$ cat src/rtl/regfile_wb_arbiter.sv
// rtl/regfile_wb_arbiter.sv - round-robin write-back arbiter with pending-write scoreboard
module regfile_wb_arbiter #(
  parameter int NREQ         = 3,
  parameter int AW           = 5,
  parameter int DW           = 32,
  parameter bit ZERO_DISCARD = 1'b1
) (
  input  logic                 clk,
  input  logic                 reset,
  input  logic                 flush,
  input  logic [NREQ-1:0]      req_valid,
  input  logic [NREQ*AW-1:0]   req_addr,
  input  logic [NREQ*DW-1:0]   req_data,
  output logic [NREQ-1:0]      req_ready,
  output logic                 rf_we,
  output logic [AW-1:0]        rf_wa,
  output logic [DW-1:0]        rf_wd,
  input  logic                 pend_set,
  input  logic [AW-1:0]        pend_addr,
  output logic [(1<<AW)-1:0]   pend_bits,
  output logic [2:0]           grant_id
);

  logic [2:0]          ptr;
  logic [2:0]          gidx;
  logic                gvalid;
  logic                grant;
  logic [AW-1:0]       sel_addr;
  logic [DW-1:0]       sel_data;
  logic [2:0]          ptr_nxt;
  logic [(1<<AW)-1:0]  pend_nxt;

  // Pick the valid requester with the smallest circular distance from ptr.
  always_comb begin
    int p;
    int off;
    int best;
    p      = int'(ptr);
    best   = NREQ;
    gvalid = 1'b0;
    gidx   = ptr;
    for (int i = 0; i < NREQ; i++) begin
      off = (i >= p) ? (i - p) : (i + NREQ - p);
      if (req_valid[i] && off < best) begin
        best   = off;
        gidx   = 3'(i);
        gvalid = 1'b1;
      end
    end
  end

  assign grant = gvalid & ~flush & ~reset;

  always_comb begin
    req_ready = '0;
    sel_addr  = '0;
    sel_data  = '0;
    for (int i = 0; i < NREQ; i++) begin
      req_ready[i] = grant && (gidx == 3'(i));
      if (gidx == 3'(i)) begin
        sel_addr = req_addr[i*AW +: AW];
        sel_data = req_data[i*DW +: DW];
      end
    end
  end

  assign ptr_nxt = (gidx == 3'(NREQ-1)) ? 3'd0 : gidx + 3'd1;

  // Commit clear first, then issue set, so a same-edge re-issue keeps the bit.
  always_comb begin
    pend_nxt = pend_bits;
    if (rf_we)
      pend_nxt[rf_wa] = 1'b0;
    if (pend_set && !(ZERO_DISCARD && pend_addr == '0))
      pend_nxt[pend_addr] = 1'b1;
    if (flush)
      pend_nxt = '0;
  end

  always_ff @(posedge clk or posedge reset) begin
    if (reset) begin
      ptr       <= '0;
      rf_we     <= 1'b0;
      rf_wa     <= '0;
      rf_wd     <= '0;
      grant_id  <= '0;
      pend_bits <= '0;
    end else begin
      pend_bits <= pend_nxt;
      if (grant) begin
        ptr      <= ptr_nxt;
        rf_wa    <= sel_addr;
        rf_wd    <= sel_data;
        grant_id <= gidx;
        rf_we    <= !(ZERO_DISCARD && sel_addr == '0);
      end else begin
        rf_we    <= 1'b0;
      end
    end
  end

endmodule

$ cat config.mk
export PLATFORM = sky130hd
export DESIGN_NAME = regfile_wb_arbiter
export DESIGN_NICKNAME = d
export VERILOG_FILES = /design/src/rtl/regfile_wb_arbiter.sv
export SDC_FILE = /design/constraint.sdc
export NUM_CORES = 1
export LEC_CHECK = 0
export CAP_MARGIN = 20
export CORE_ASPECT_RATIO = 1.75
export CORE_UTILIZATION = 45
export CTS_CLUSTER_SIZE = 24
export DETAILED_ROUTE_END_ITERATION = 10
export HOLD_SLACK_MARGIN = 0.02
export PLACE_DENSITY_LB_ADDON = 0.2
export SETUP_SLACK_MARGIN = 0.15
export SYNTH_ARGS = -nofsm -noshare
export SYNTH_HDL_FRONTEND = slang
export SYNTH_SLANG_ARGS = --single-unit
$ cat constraint.sdc
create_clock -name clk -period 20.4 [get_ports clk]
set_clock_uncertainty 0.1 [all_clocks]
set_input_delay 4.08 -clock clk [delete_from_list [all_inputs] [get_ports clk]]
set_output_delay 4.08 -clock clk [all_outputs]
set_load 0.1 [all_outputs]
==> metrics, run 1 <==
initial antenna violation count=0; die width=between 70 and 80 µm; fill count=690; DRC Markers=0; antenna cells=0; Post-CTS Hold Buffers=0; P_leak=0.002697 µW; Sink Count=76; clock buffer count from CTS=9; register area share after synthesis=0.4447; sw power=740.1 µW; Sequential Power Share=0.173; P_int=578.9 µW; Max Fclk=0.06848 GHz; placed insts=752; R2R Setup Slk=13.76 ns; sw frac=0.5611; Setup crit start kind=primary input; drt initial violations=~380; CP startpoint=req_valid[0]; total power=1319 µW; CTS tree=built; Avg Inst Size Synth=9.277 µm²; clk buf depth=2; drt total wl=14.14 mm; FFs w/ async S/R, synth=1.000; number of global-route vias before repair=4334; CTS root buf=clkbuf_16; number of top-level pins=199; Post-Layout Cell Count=768; ANT nets after route=0; layout cells sized above 1=0.05247; CP required=16.22 ns; synth unique cells=52; Clock Latency Late Sink=0.33 ns; status=finished clean; PostCTS Resize Cnt=0; dpl hpwl=10.39 mm; wire per inst=18.41 µm; Reg2Reg Depth=22; R2R Path Start=ptr[0]; most frequent cells in the layout=clkdlybuf4s50_1 (198), dfrtp_1 (76), nand2_1 (75); Slew @ Worst Pin=1.038 ns; Clock Power Share=0.121; Cell Rows=between 40 and 50; peak supply drop=0.0003096 V; crit path capture=req_ready[1]; Final TNS setup=0 ns; CTS clock-pin slew for the worst setup and hold paths=0.06 ns; fin crit share=0.7158; first-pass GRT wire length=between 20 and 25 mm; Mapped Cells=461; top_reg_cell synth=dfrtp_1; number of port buffers=198; Syn Nets=600; Post-synth EDFFs=0; Core ar.=9151 µm²; htree depth=3; fin. max-slew vios=0; nets@finish=approximately 780; final critical-path required period=14.60 ns; Initial Util=0.4673; Comb pwr share=0.706; postcts setup bufs=0; GR Overflow Total=0; reg2reg end=ptr[0]; Layout area overhead=53.54%; Overall Global Routing Usage=0.2862; First-pass DRT Iterations=9; largest net degree at the start of global routing=80; Min-Delay Path Class=flip-flop to flip-flop; Max-Cap Viols=0; Final Setup Violations=0; Ys Warns=0; pwr dens=200.9 nW/µm²; RSZ-0062 raised after global routing=false; kind of end point of the critical path=primary output; most common library cell in the layout ignoring fill and taps=clkdlybuf4s50_1; die extent in y=131.0 µm; Final Hold Viols=0; Worst Path Arrival=about 10 ns; via count=4511; vias per cell=5.874; Worst Path Max Fanout=79; die footprint=9912 µm²; critical path class=primary input to primary output; max_slew headroom=0.3060; Synth Cell Area=4277 µm²; GPL Wtd Cong=0.8653; FF+latch count, synth=76
==> worst min-delay path by stage <==
stage / from / endpoint / slack [ns] / depth (start not counted)
5_1_grt: rf_wd[25] / rf_wd[25] / 0.39 / 2
6_report: rf_wd[25] / rf_wd[25] / 0.38 / 2
4_1_cts: rf_wd[22] / rf_wd[22] / 0.39 / 2
3_3_place_gp: rf_wd[21] / rf_wd[21] / 0.36 / 2
2_1_floorplan: ptr[0] / ptr[0] / 0.52 / 2
3_5_place_dp: rf_wd[22] / rf_wd[22] / 0.37 / 2
==> worst max-delay path: stages <==
cell	delay, ns
clkdlybuf4s50_1	0.50
inv_1	0.07
or3_1	0.48
o21ai_4	0.34
o21ai_0	0.21
ha_1	0.33
nor4b_1	0.05
o21a_1	0.17
a41oi_2	0.33
o21ai_2	0.20
nor2_1	0.14
a21oi_1	0.06
ha_1	0.31
nor3b_1	0.24
o21ai_0	0.18
nor4_1	0.36
a221o_1	0.43
o31ai_4	0.08
buf_4	0.35
nand2b_1	0.28
inv_1	0.08
clkdlybuf4s50_1	1.13
==> state kept, by name, summed over array words and instances, names as in the netlist <==
signal,cells
rf_we,1
ptr,3
rf_wd,32
rf_wa,5
pend_bits,32
grant_id,3
==> cell usage after synthesis, drive strengths merged, types with 3 or more instances <==
cell / number / area [µm²]
a31oi: 6 / 37.54
ha: 16 / 200.2
a222oi: 33 / 330.3
nor3: 3 / 26.28
and3: 3 / 18.77
nand2: 75 / 281.5
buf: 19 / 137.6
nand2b: 3 / 18.77
a21oi: 38 / 190.2
o21ai: 74 / 389.1
nand3b: 5 / 37.54
and3b: 3 / 26.28
nor3b: 6 / 45.04
nand3: 4 / 20.02
a2bb2oi: 4 / 35.03
clkbuf: 14 / 52.55
a21o: 3 / 22.52
o21a: 3 / 30.02
nor2: 17 / 66.32
dfrtp: 76 / 1902
nor2b: 8 / 50.05
inv: 14 / 52.55
mux2: 5 / 56.30
o22ai: 4 / 25.02
==> kinds of logic (layout without fill, tap and decap cells) <==
family          after synthesis  count (layout)  share of synthesized area
compound gates              174             174                     0.2721
xor+xnor                      2               2                   0.004097
mux                           5               5                    0.01316
fa+ha+maj                    16              16                    0.04681
buf+inv                      47             234                    0.05676
simple gates                141             141                     0.1624
flops                        76              76                     0.4447
==> through the flow <==
step	worst slack [ns]	hold WS, ns	util	cell area [µm²]
finish	5.797	0.3787	0.7175	6566
CTS	5.851	0.3867	0.7175	6566
global route	5.330	0.3945	0.7175	6566
global placement	6.023	0.3634	0.6844	6264
detailed placement	5.874	0.3732	0.6844	6264
floorplan	7.397	0.5206	-	4277
==> power groups by stage <==
stage	Combinational [µW]	Clock [µW]	Sequential [µW]
6_report	932	160	228
5_1_grt	993	169	232
4_1_cts	934	162	227
3_5_place_dp	930	0	230
3_3_place_gp	917	0	228
2_1_floorplan	489	0	470
==> cell type report <==
class	count	area, µm²	share of cell area
Multi-Input combinational cell	338	2132	0.3247
Clock buffer	11	242.7	0.03697
Inverter	14	52.55	0.008003
Timing Repair Buffer	204	2027	0.3087
Sequential cell	76	1902	0.2896
Clock inverter	5	60.06	0.009146
Tap cell	120	150.1	0.02287
==> layer usage <==
layer | global-route usage | part of all wire
met5 | 0 | 0
met4 | 0.1525 | 0.038
met3 | 0.05291 | 0.065
met2 | 0.4937 | 0.54
met1 | 0.3274 | 0.36
Note: power is estimated with default switching activity, not from simulation.
==> run 2: changes to the inputs <==
--- a/config.mk
+++ b/config.mk
@@ -7,7 +7,7 @@
 export LEC_CHECK = 0
 export CAP_MARGIN = 20
 export CORE_ASPECT_RATIO = 1.75
-export CORE_UTILIZATION = 45
+export CORE_UTILIZATION = 38
 export CTS_CLUSTER_SIZE = 24
 export DETAILED_ROUTE_END_ITERATION = 10
 export HOLD_SLACK_MARGIN = 0.02
==> constraint.sdc (replaced) <==
create_clock -name clk -period 11.7 [get_ports clk]
set_clock_uncertainty 0.1 [all_clocks]
set_input_delay 2.34 -clock clk [delete_from_list [all_inputs] [get_ports clk]]
set_output_delay 2.34 -clock clk [all_outputs]
set_load 0.1 [all_outputs]
==> run 2 against run 1 <==
Sequential share of layout area decreased by 0.19 points. Clock-buffer cell count down 1. Via count down 2.5%. Sequential cell count stayed put. Sequential power rose by 73%. Largest power group unchanged.
==> metrics, run 2 (same netlist as run 1, synthesis figures left out) <==
status=finished clean; dpl ws=1.441 ns; fin. max-slew vios=0; GPL Wtd Cong=0.8649; Final Hold Viols=0; drt total wl=14.29 mm; die width=82.20 µm; P_leak=0.002720 µW; CP required=just over 9 ns; Post-CTS Hold Buffers=0; post-route setup slack=about 1.4 ns; R2R Path Start=ptr[0]; antenna cells=0; initial antenna violation count=0; layout cells sized above 1=0.05710; CP startpoint=req_valid[0]; Final Setup Violations=0; Core ar.=10820 µm²; RSZ-0062 raised after global routing=false; wire per inst=about 18 µm; DRC Markers=0; Worst Path Arrival=~7.9 ns; dpl hpwl=11.01 mm; Setup crit start kind=primary input; pwr dens=354.1 nW/µm²; die extent in y=142.3 µm; most common library cell in the layout ignoring fill and taps=clkdlybuf4s50_1; CTS tree=built; First-pass DRT Iterations=9; Sink Count=76; peak supply drop=roughly 0.00048 V; fin crit share=0.8794; fill count=approximately 930; GR Overflow Total=0; clk buf depth=2; Overall Global Routing Usage=0.2493; htree depth=3; critical path class=primary input to primary output; Largest regs=pend_bits (32), rf_wd (32), rf_wa (5); Initial Util=0.3951; most frequent cells in the layout=clkdlybuf4s50_1 (195), dfrtp_1 (76), nand2_1 (75); postcts setup bufs=0; number of top-level pins=199; largest net degree at the start of global routing=56; Max-Cap Viols=0; number of global-route vias before repair=4345; clock buffer count from CTS=9; kind of end point of the critical path=primary output; Clock Latency Late Sink=0.33 ns; HP Start=rf_wd[29]; CTS root buf=clkbuf_16; Layout area overhead=54.53%; max_slew headroom=0.2887; number of port buffers=198; Final TNS setup=0 ns; drt initial violations=348; first-pass GRT wire length=21.65 mm; Max Fclk=0.09719 GHz; vias per cell=5.654; Min-Delay Path Class=flip-flop to flip-flop; Worst Path Max Fanout=25; PostCTS Resize Cnt=0; via count=around 4400; Slew @ Worst Pin=1.064 ns; nets@finish=about 780; final critical-path required period=slightly above 10 ns; Cell Rows=50; ANT nets after route=0; die footprint=11700 µm²; CTS clock-pin slew for the worst setup and hold paths=0.06 ns
## run 2: cell types whose count changed in the layout (fill, tap and decap cells not counted), sizes merged
cell / before / now
buf: 6 / 9
clkdlybuf4s50: 198 / 195
bufinv: 1 / 3
clkbuf: 11 / 10
clkinv: 2 / 1
## run 2: metrics by stage
step / hold slack, ns / std cells / total power [µW] / instance area (µm²) / util
6_report: 0.3852 / 778 / 2340 / 6609 / 0.6106
5_1_grt: 0.4151 / 778 / 2482 / 6609 / 0.6106
4_1_cts: 0.3893 / 778 / 2361 / 6609 / 0.6106
3_5_place_dp: 0.3647 / 762 / 2039 / 6269 / 0.5792
3_3_place_gp: 0.3650 / 762 / 2004 / 6269 / 0.5792
2_1_floorplan: 0.5206 / 461 / 1672 / 4277 / -
## run 2: final cells by class
class | instances | area [µm²] | share of cell area
clock inverters | 6 | 111.4 | 0.01685
well taps | 130 | 162.7 | 0.02461
multi-input cells | 338 | 2132 | 0.3226
clock buffers | 10 | 229.0 | 0.03465
inverters | 14 | 52.55 | 0.007952
repair buffers | 204 | 2019 | 0.3056
flip-flops and latches | 76 | 1902 | 0.2878
## run 2: report_power, final
part | switching [µW] | total (µW) | internal [µW]
combinational | 1130 | 1630 | 503
clock | 108 | 317 | 209
sequential | 61.2 | 394 | 333
total | 1300 | 2340 | 1040
## run 2: per-layer routing
metal  wire, µm  share of wire  track usage
met3        952          0.067      0.05962
met4        480          0.034       0.1136
met5          0              0            0
met1       5150           0.36       0.2665
met2       7705           0.54       0.4463
## run 2: critical path: stages
cell and delay [ns]:
clkdlybuf4s50_1 0.52, inv_1 0.07, or3_1 0.49, o21ai_4 0.31, o21ai_0 0.21, ha_1 0.25, nor2b_1 0.17, nand4_1 0.25
o21ai_2 0.42, nor2_1 0.08, a21oi_1 0.17, ha_1 0.27, nor3b_1 0.16, o21ai_0 0.31, nor4_1 0.12, a221o_1 0.44
o31ai_4 0.75, and2b_1 0.28, buf_4 0.23
## run 2: final timing paths
path	slack (ns)	endpoint	depth (start not counted)
max reg2reg	4.71	rf_wa[2]	20
min reg2reg	0.39	rf_wd[29]	2
max	1.41	req_ready[0]	19
min	0.39	rf_wd[29]	2
min in group asynchronous	2.38	rf_wd[27]	2
max in group asynchronous	8.08	ptr[0]	3
